===== src/rtl/adder_share_arbiter.sv =====
// One N-bit adder shared round-robin among NREQ valid/ready requesters.
// The result, carry and requester ID are held in a one-deep registered response slot.
module adder_share_arbiter #(
    parameter int N    = 32,
    parameter int NREQ = 4,
    parameter int IDW  = $clog2(NREQ)
) (
    input  logic              clk,
    input  logic              rst,
    input  logic [NREQ-1:0]   req_valid_i,
    input  logic [NREQ*N-1:0] req_x_i,
    input  logic [NREQ*N-1:0] req_y_i,
    output logic [NREQ-1:0]   req_ready_o,
    output logic              rsp_valid_o,
    output logic [N-1:0]      rsp_data_o,
    output logic              rsp_carry_o,
    output logic [IDW-1:0]    rsp_id_o,
    input  logic              rsp_ready_i
);

    typedef enum logic {EMPTY = 1'b0, FULL = 1'b1} state_t;

    state_t          state_q;
    logic [IDW-1:0]  ptr_q, ptr_d;
    logic [IDW-1:0]  win_id;
    logic [NREQ-1:0] gnt;
    logic            found;
    logic            can_accept;
    logic            xfer;
    logic [N-1:0]    x_sel, y_sel;
    logic [N:0]      sum;
    logic [N-1:0]    rsp_data_q;
    logic            rsp_carry_q;
    logic [IDW-1:0]  rsp_id_q;

    // Rotating scan from ptr_q; the first requester found wins.
    always_comb begin
        int j;
        gnt    = '0;
        win_id = '0;
        found  = 1'b0;
        j      = 0;
        for (int k = 0; k < NREQ; k++) begin
            j = int'(ptr_q) + k;
            if (j >= NREQ) j = j - NREQ;
            if (!found && req_valid_i[j]) begin
                found  = 1'b1;
                gnt[j] = 1'b1;
                win_id = IDW'(j);
            end
        end
    end

    assign can_accept  = (state_q == EMPTY) || rsp_ready_i;
    assign req_ready_o = rst ? '0 : (gnt & {NREQ{can_accept}});
    assign xfer        = found && can_accept && !rst;

    assign ptr_d = (int'(win_id) == NREQ - 1) ? '0 : win_id + 1'b1;

    // Operands are sampled only at acceptance, so the mux follows the winner.
    assign x_sel = req_x_i[int'(win_id)*N +: N];
    assign y_sel = req_y_i[int'(win_id)*N +: N];
    assign sum   = {1'b0, x_sel} + {1'b0, y_sel};

    always_ff @(posedge clk) begin
        if (rst) begin
            state_q     <= EMPTY;
            ptr_q       <= '0;
            rsp_data_q  <= '0;
            rsp_carry_q <= 1'b0;
            rsp_id_q    <= '0;
        end else begin
            case (state_q)
                EMPTY: begin
                    if (xfer) begin
                        state_q                   <= FULL;
                        {rsp_carry_q, rsp_data_q} <= sum;
                        rsp_id_q                  <= win_id;
                        ptr_q                     <= ptr_d;
                    end
                end
                FULL: begin
                    if (xfer) begin
                        {rsp_carry_q, rsp_data_q} <= sum;
                        rsp_id_q                  <= win_id;
                        ptr_q                     <= ptr_d;
                    end else if (rsp_ready_i) begin
                        state_q <= EMPTY;
                    end
                end
                default: state_q <= EMPTY;
            endcase
        end
    end

    assign rsp_valid_o = (state_q == FULL);
    assign rsp_data_o  = rsp_data_q;
    assign rsp_carry_o = rsp_carry_q;
    assign rsp_id_o    = rsp_id_q;

    a_onehot_ready: assert property (@(posedge clk) $onehot0(req_ready_o));

endmodule


===== config.mk =====
export PLATFORM = sky130hd
export DESIGN_NAME = adder_share_arbiter
export DESIGN_NICKNAME = d
export VERILOG_FILES = /design/src/rtl/adder_share_arbiter.sv
export SDC_FILE = /design/constraint.sdc
export NUM_CORES = 1
export LEC_CHECK = 0
export BUFFER_PORTS_ARGS = -buffer_cell sky130_fd_sc_hd__buf_2
export CAP_MARGIN = 10
export CORE_AREA = 3 3 116 118
export DETAILED_ROUTE_END_ITERATION = 16
export DIE_AREA = 0 0 119 121
export GPL_ROUTABILITY_DRIVEN = 0
export PLACE_DENSITY = 0.9
export SETUP_SLACK_MARGIN = 0.05
export SYNTH_ARGS = -nofsm -noshare
export SYNTH_HDL_FRONTEND = slang
export SYNTH_SLANG_ARGS = --single-unit

===== constraint.sdc =====
create_clock -name clk -period 15.2 [get_ports clk]
set_clock_uncertainty 0.05 [all_clocks]
set_input_delay 0.76 -clock clk [delete_from_list [all_inputs] [get_ports clk]]
set_output_delay 0.76 -clock clk [all_outputs]
set_load 0.01 [all_outputs]

==> results of run 1 <==
## sequential cells by signal, indices dropped and copies added (netlist names)
name         cells
rsp_carry_o      1
ptr_q            2
rsp_data_o      32
rsp_id_o         2
rsp_valid_o      1
## critical path, delay by kind of cell (launching register included)
| kind | cells | cell delay, ns |
|---|---|---|
| buf+inv | 3 | 1.07 |
| compound gates | 7 | 1.38 |
| mux | 1 | 0.66 |
| xor+xnor | 1 | 0.18 |
| simple gates | 5 | 1.43 |
| fa+ha+maj | 3 | 1.14 |
| flops | 1 | 0.60 |
## worst min path at each step
stage	startpoint	end	slack, ns	cells past startpoint
after global placement	rsp_data_o[31]	rsp_data_o[31]	0.38	2
final	rsp_data_o[25]	rsp_data_o[25]	0.39	2
after global routing	rsp_data_o[25]	rsp_data_o[25]	0.43	2
after detailed placement	rsp_data_o[25]	rsp_data_o[25]	0.39	2
after CTS	rsp_data_o[25]	rsp_data_o[25]	0.40	2
after floorplan	rsp_data_o[23]	rsp_data_o[23]	0.42	2
## final cells by class
| class | count | area [um^2] |
|---|---|---|
| flip-flops and latches | 38 | 761 |
| inverters | 11 | 41.3 |
| clock inverters | 3 | 68.8 |
| repair buffers | 307 | 1550 |
| well taps | 172 | 215 |
| diodes | 2 | 5.00 |
| multi-input cells | 705 | 4420 |
| clock buffers | 5 | 125 |
| fillers | 1198 | 5380 |
## per-stage QoR
stage	std cells	cell area, um^2	worst slack, ns
finish	1243	7180	8.57
floorplan	819	5530	10.42
detailed placement	1233	6990	8.59
global placement	1233	6990	8.81
CTS	1241	7180	8.57
global route	1243	7180	8.07
## per-layer routing
metal	wire [um]	share of wire	vias to the layer above	track usage
met5	0	0	-	0
met4	530	0.026	0	0.0760
met3	1520	0.075	50	0.0415
met2	9620	0.48	335	0.449
met1	8540	0.42	3244	0.342
li1	-	-	3493	-
## cell usage after synthesis (10+ instances only)
library cell	instances	area, um^2
nor2_1	40	150
a21oi_1	42	210
ha_1	36	450
buf_2	17	85.1
nand2_1	173	649
a31oi_1	68	425
inv_1	11	41.3
and2_1	65	407
nand3b_1	14	105
nor3_1	10	50.1
dfxtp_1	38	761
clkbuf_1	35	131
xor2_1	17	149
o21ai_0	44	220
a211oi_1	70	526
nand3_1	14	70.1
nand4_1	10	62.6
xnor2_1	10	87.6
## kinds of logic (layout without fill, tap and decap cells)
family	count (synthesis)	count (layout)	synth area share
compound gates	275	275	0.325
xor+xnor	28	28	0.0457
fa+ha+maj	37	37	0.0850
buf+inv	76	326	0.0690
flops	38	38	0.137
mux	15	15	0.0369
other cells	0	2	0
simple gates	350	350	0.301
==> metrics, run 1 <==
status=completed; Worst R2R Path Depth=20; Synth Cell Area=between 5000 and 6000 um^2; Setup crit start=ptr_q[0]; worst-skew pair later-pin latency=between 0.2 and 0.3 ns; Syn Inst Count=819; Post-synth EDFFs=0; clock sinks=38; syn_nets=approximately 1,100; iteration-0 DRC count of the detailed router=~570; Worst-Margin Slew=1.02 ns; drc violations=0; Final Hold Fails=0; RSZ-0062 raised after global routing=no; Hold/Removal Path Class=register to register; Post-synth ARST share=0; Routed Wire Length=20,200 um; PostCTS Resize Cnt=0; aggregate global routing overflow=0; Pre-antenna DRT Iters=5; total track usage=0.263; largest net degree at the start of global routing=109; die height=around 120 um; commonest cells after routing, fill and taps aside=302 x buf_2, 173 x nand2_1, 70 x a211oi_1; Vias/cell=5.73; clock slew at reported path FFs=0.06 ns; # Max-Cap Violations=0; worst-path cell chain=inv_1 -> ha_1 -> mux4_2 -> nor2b_4 -> nor2_2 -> xnor2_2 -> nor2_4 -> buf_4 -> a211oi_1 -> a31oi_1 -> ha_1 -> inv_1 -> fa_1 -> nor2b_1 -> o211ai_1 -> o2bb2ai_1 -> o211ai_1 -> a31oi_1 -> or3_1 -> a31oi_1; Mean Syn Cell Area=6.76 um^2; antenna violations before repair=2; Bufs on Longest Clock Path=2; maximum fanout along the worst path=between 90 and 100; crit end category=register; Die Footprint=roughly 14,000 um^2; Worst setup SP type=register; ys flop type=dfxtp_1; r2r endpoint=rsp_carry_o; initial core utilization=0.440; vias=7,122; CTS tree=yes; share of cells above drive strength 1=0.311; setup TNS=0 ns; nets@finish=1,368; first-pass GRT wire length=approximately 31,000 um; Worst EP arrival=6.79 ns; vias in the first global route=6,487; Detail Placement HPWL=approximately 17,000 um; most common cell after layout, fill and taps aside=buf_2; io pins=303; fin crit share=0.436; Final ANT Viol Nets=0; Slew HR=0.323; # hold bufs at CTS=0; # rows=between 40 and 50; reg2reg setup slack=roughly 8.6 ns; Slew Viols, Final=0; Critical Path RT=15.36 ns; DR WL/cell=16.3 um; slowest stage cell on the critical path=buf_4; port bufs=between 300 and 400; hold_ws=0.394 ns; Final setup viols=0; core area=12,600 um^2; post-CTS setup buffer count=0; area grow syn2layout=29.8%; CP peak stage delay=0.82 ns; cts bufs inserted=5; Tmin final=6.63 ns; Worst Setup EP=rsp_carry_o; Synth cell types=56; register area share after synthesis=0.137; Root Buffer=clkbuf_16; fmax=151 MHz; Final Util=0.572; reg2reg start=ptr_q[0]; WS Path Type=register to register; die width=119 um; H-tree depth=2; FF+latch count, synth=38; Ys Warns=0; Most common cell on crit path=a31oi_1
Power of run 1 is left out: the tool's default activity adds up to more than one toggle a clock period on the data nets, which glitch-free logic cannot reach.
==> inputs of run 2 (changes only) <==
--- a/config.mk
+++ b/config.mk
@@ -5,11 +5,12 @@
 export SDC_FILE = /design/constraint.sdc
 export NUM_CORES = 1
 export LEC_CHECK = 0
+export ABC_AREA = 1
 export BUFFER_PORTS_ARGS = -buffer_cell sky130_fd_sc_hd__buf_2
 export CAP_MARGIN = 10
-export CORE_AREA = 3 3 116 118
+export CORE_MARGIN = 3
+export CORE_UTILIZATION = 45
 export DETAILED_ROUTE_END_ITERATION = 16
-export DIE_AREA = 0 0 119 121
 export GPL_ROUTABILITY_DRIVEN = 0
 export PLACE_DENSITY = 0.9
 export SETUP_SLACK_MARGIN = 0.05
==> constraint.sdc (replaced) <==
create_clock -name clk -period 5.9 [get_ports clk]
set_clock_uncertainty 0.05 [all_clocks]
set_input_delay 0.295 -clock clk [delete_from_list [all_inputs] [get_ports clk]]
set_output_delay 0.295 -clock clk [all_outputs]
set_load 0.01 [all_outputs]
==> run 2 against run 1 <==
Register-to-register slack got worse by 7.7 ns. Synthesized cell count rose by 67%. Sequential share of layout area fell by 1.8 points. Fmax rose by 31%. Critical path type unchanged. First-iteration DRC count rose by 63%. Die area rose by 18%. Non-clock buffer count rose by 4. Flip-flop and latch count did not move. Global-route usage rose by 1.3 points. Count of clock-buffer cells in the layout rose by 1. Design area rose by 20%.
==> metrics, run 2 <==
status=completed; # hold bufs at CTS=0; Place WS=0.988 ns; initial core utilization=0.469; setup slack after layout=0.849 ns; io pins=303; aggregate global routing overflow=0; reg2reg start=ptr_q[0]; Slew Viols, Final=0; Synth Area in Compound Gates=0.0805; Root Buffer=clkbuf_16; Mean Syn Cell Area=roughly 5.1 um^2; Worst R2R Path Depth=25; PostCTS Resize Cnt=0; reg2reg setup slack=0.85 ns; largest net degree at the start of global routing=75; register area share after synthesis=0.109; Tmin final=5.05 ns; Commonest cells post-synth=482 x nand2_1, 292 x inv_1, 193 x nand3_1; Final setup viols=0; Post-Place Cells=1,804; ys flop type=dfxtp_1; Worst setup SP type=register; area grow syn2layout=24.0%; max reg flops=32; Bufs on Longest Clock Path=2; Synth top area share=0.259; # Max-Cap Violations=0; RSZ-0062 raised after global routing=no; H-tree depth=2; Critical Path RT=6.03 ns; worst-skew pair later-pin latency=0.28 ns; Die Footprint=between 15,000 and 20,000 um^2; maximum fanout along the worst path=74; core area=around 15,000 um^2; hold_ws=0.186 ns; commonest cells after routing, fill and taps aside=482 x nand2_1, 302 x buf_2, 292 x inv_1; total track usage=0.276; most common cell after layout, fill and taps aside=nand2_1; Final Hold Fails=0; Simple-Gate Fraction of Synth Area=0.520; mux cell area share after synthesis=0; ANT cells=0; WS Path Type=register to register; crit end category=register; die width=between 100 and 150 um; Vias/cell=about 5; post-CTS setup buffer count=0; first-pass GRT wire length=38,600 um; vias=~9,300; setup TNS=0 ns; antenna violations before repair=0; most frequent cell after synthesis=nand2_1; Worst EP arrival=a little over 5 ns; Detail Placement HPWL=19,600 um; iteration-0 DRC count of the detailed router=920; Pre-antenna DRT Iters=6; share of cells above drive strength 1=0.206; port bufs=302; Slew HR=0.236; Post-synth EDFFs=0; Worst-Margin Slew=1.14 ns; Synth Cell Area=6980 um^2; r2r endpoint=rsp_data_o[29]; DR WL/cell=13.6 um; clock sinks=38; fin crit share=0.856; Post-synth ARST share=0; Syn Inst Count=about 1,400; hold path depth=2; Routed Wire Length=24,600 um; die height=131 um; Finished Layout Cells=1,812; Synth cell types=34; syn_nets=1,669; CTS tree=yes; fmax=198 MHz; vias in the first global route=8,422; post-synthesis xor/xnor area fraction=0.0138; FF+latch count, synth=38; Fillers=around 1,500; top area cells in the synthesized netlist=nand2_1 26%, inv_1 16%, nand3_1 14%; biggest area consumer among synthesized cells=nand2_1; # rows=44; WHS Endpoint=rsp_id_o[1]; Ys Warns=0; Hold/Removal Path Class=primary input to register; clock slew at reported path FFs=0.06 ns; drc violations=0; combinational family with the most area after synthesis=simple AND/OR/NAND/NOR gates; nets@finish=1,927; adder-cell share of the synthesized area=0.0674; hold_sp=rst; cts bufs inserted=5; Final ANT Viol Nets=0
run 2: changes by cell type after synthesis, sizes merged, moves of 15 or more:
cell / delta
nand2: +314
inv: +287
nand3: +183
a211oi: -70
a31oi: -67
and2: -64
nand3b: +50
clkbuf: -26
buf: +21
xor2: -15
run 2: logic make-up after synthesis:
| family | after synthesis |
|---|---|
| and+or+nand+nor | 815 |
| xor gates and xnor gates | 11 |
| DFF | 38 |
| buffers and inverters | 359 |
| adders and majority gates | 37 |
| AOI/OAI and AO/OA | 109 |
run 2: worst max-delay path, stage by stage (launching register included):
cell	delay, ns
dfxtp_1	0.58
inv_2	0.18
ha_1	0.40
inv_1	0.09
nand3_1	0.09
nand2_1	0.08
a21oi_1	0.14
nand2_1	0.07
nand2_1	0.11
inv_2	0.06
nand2_4	0.28
buf_4	0.64
buf_4	0.37
nand2_1	0.09
nand3_1	0.09
nand2_1	0.06
ha_1	0.37
nand2_1	0.13
o21ai_0	0.29
a21oi_1	0.11
nand2_1	0.18
nand2_1	0.14
nand3_1	0.09
nand3_1	0.07
nand2_1	0.08
inv_1	0.04
run 2: layout make-up:
type                    count  area [um^2]  area share
clock buffers               6          139      0.0161
clock inverters             2         60.1     0.00694
repair buffers            311         1580       0.183
flip-flops and latches     38          761      0.0880
multi-input cells         972         4750       0.550
well taps                 184          230      0.0266
inverters                 299         1120       0.130
run 2: how the worst max path moves through the flow:
stage	start	endpoint	slack (ns)	cells past startpoint
floorplan	ptr_q[1]	rsp_data_o[18]	2.20	29
global placement	ptr_q[0]	rsp_data_o[30]	1.17	26
detailed placement	ptr_q[0]	rsp_data_o[29]	0.99	25
CTS	ptr_q[0]	rsp_data_o[30]	0.94	25
global route	ptr_q[0]	rsp_data_o[30]	0.33	25
finish	ptr_q[0]	rsp_data_o[29]	0.85	25
run 2: through the flow:
step | instance area (um^2) | utilization
after floorplan | 6980 | -
after global placement | 8450 | 0.568
after detailed placement | 8450 | 0.568
after CTS | 8650 | 0.582
after global routing | 8650 | 0.582
final | 8650 | 0.582
run 2: routing by layer:
metal / GRT usage / wire [um]
met5: 0 / 0
met4: 0.0986 / 775
met3: 0.0370 / 2280
met2: 0.486 / 11400
met1: 0.343 / 10100
Power of run 2 is left out for the same reason.
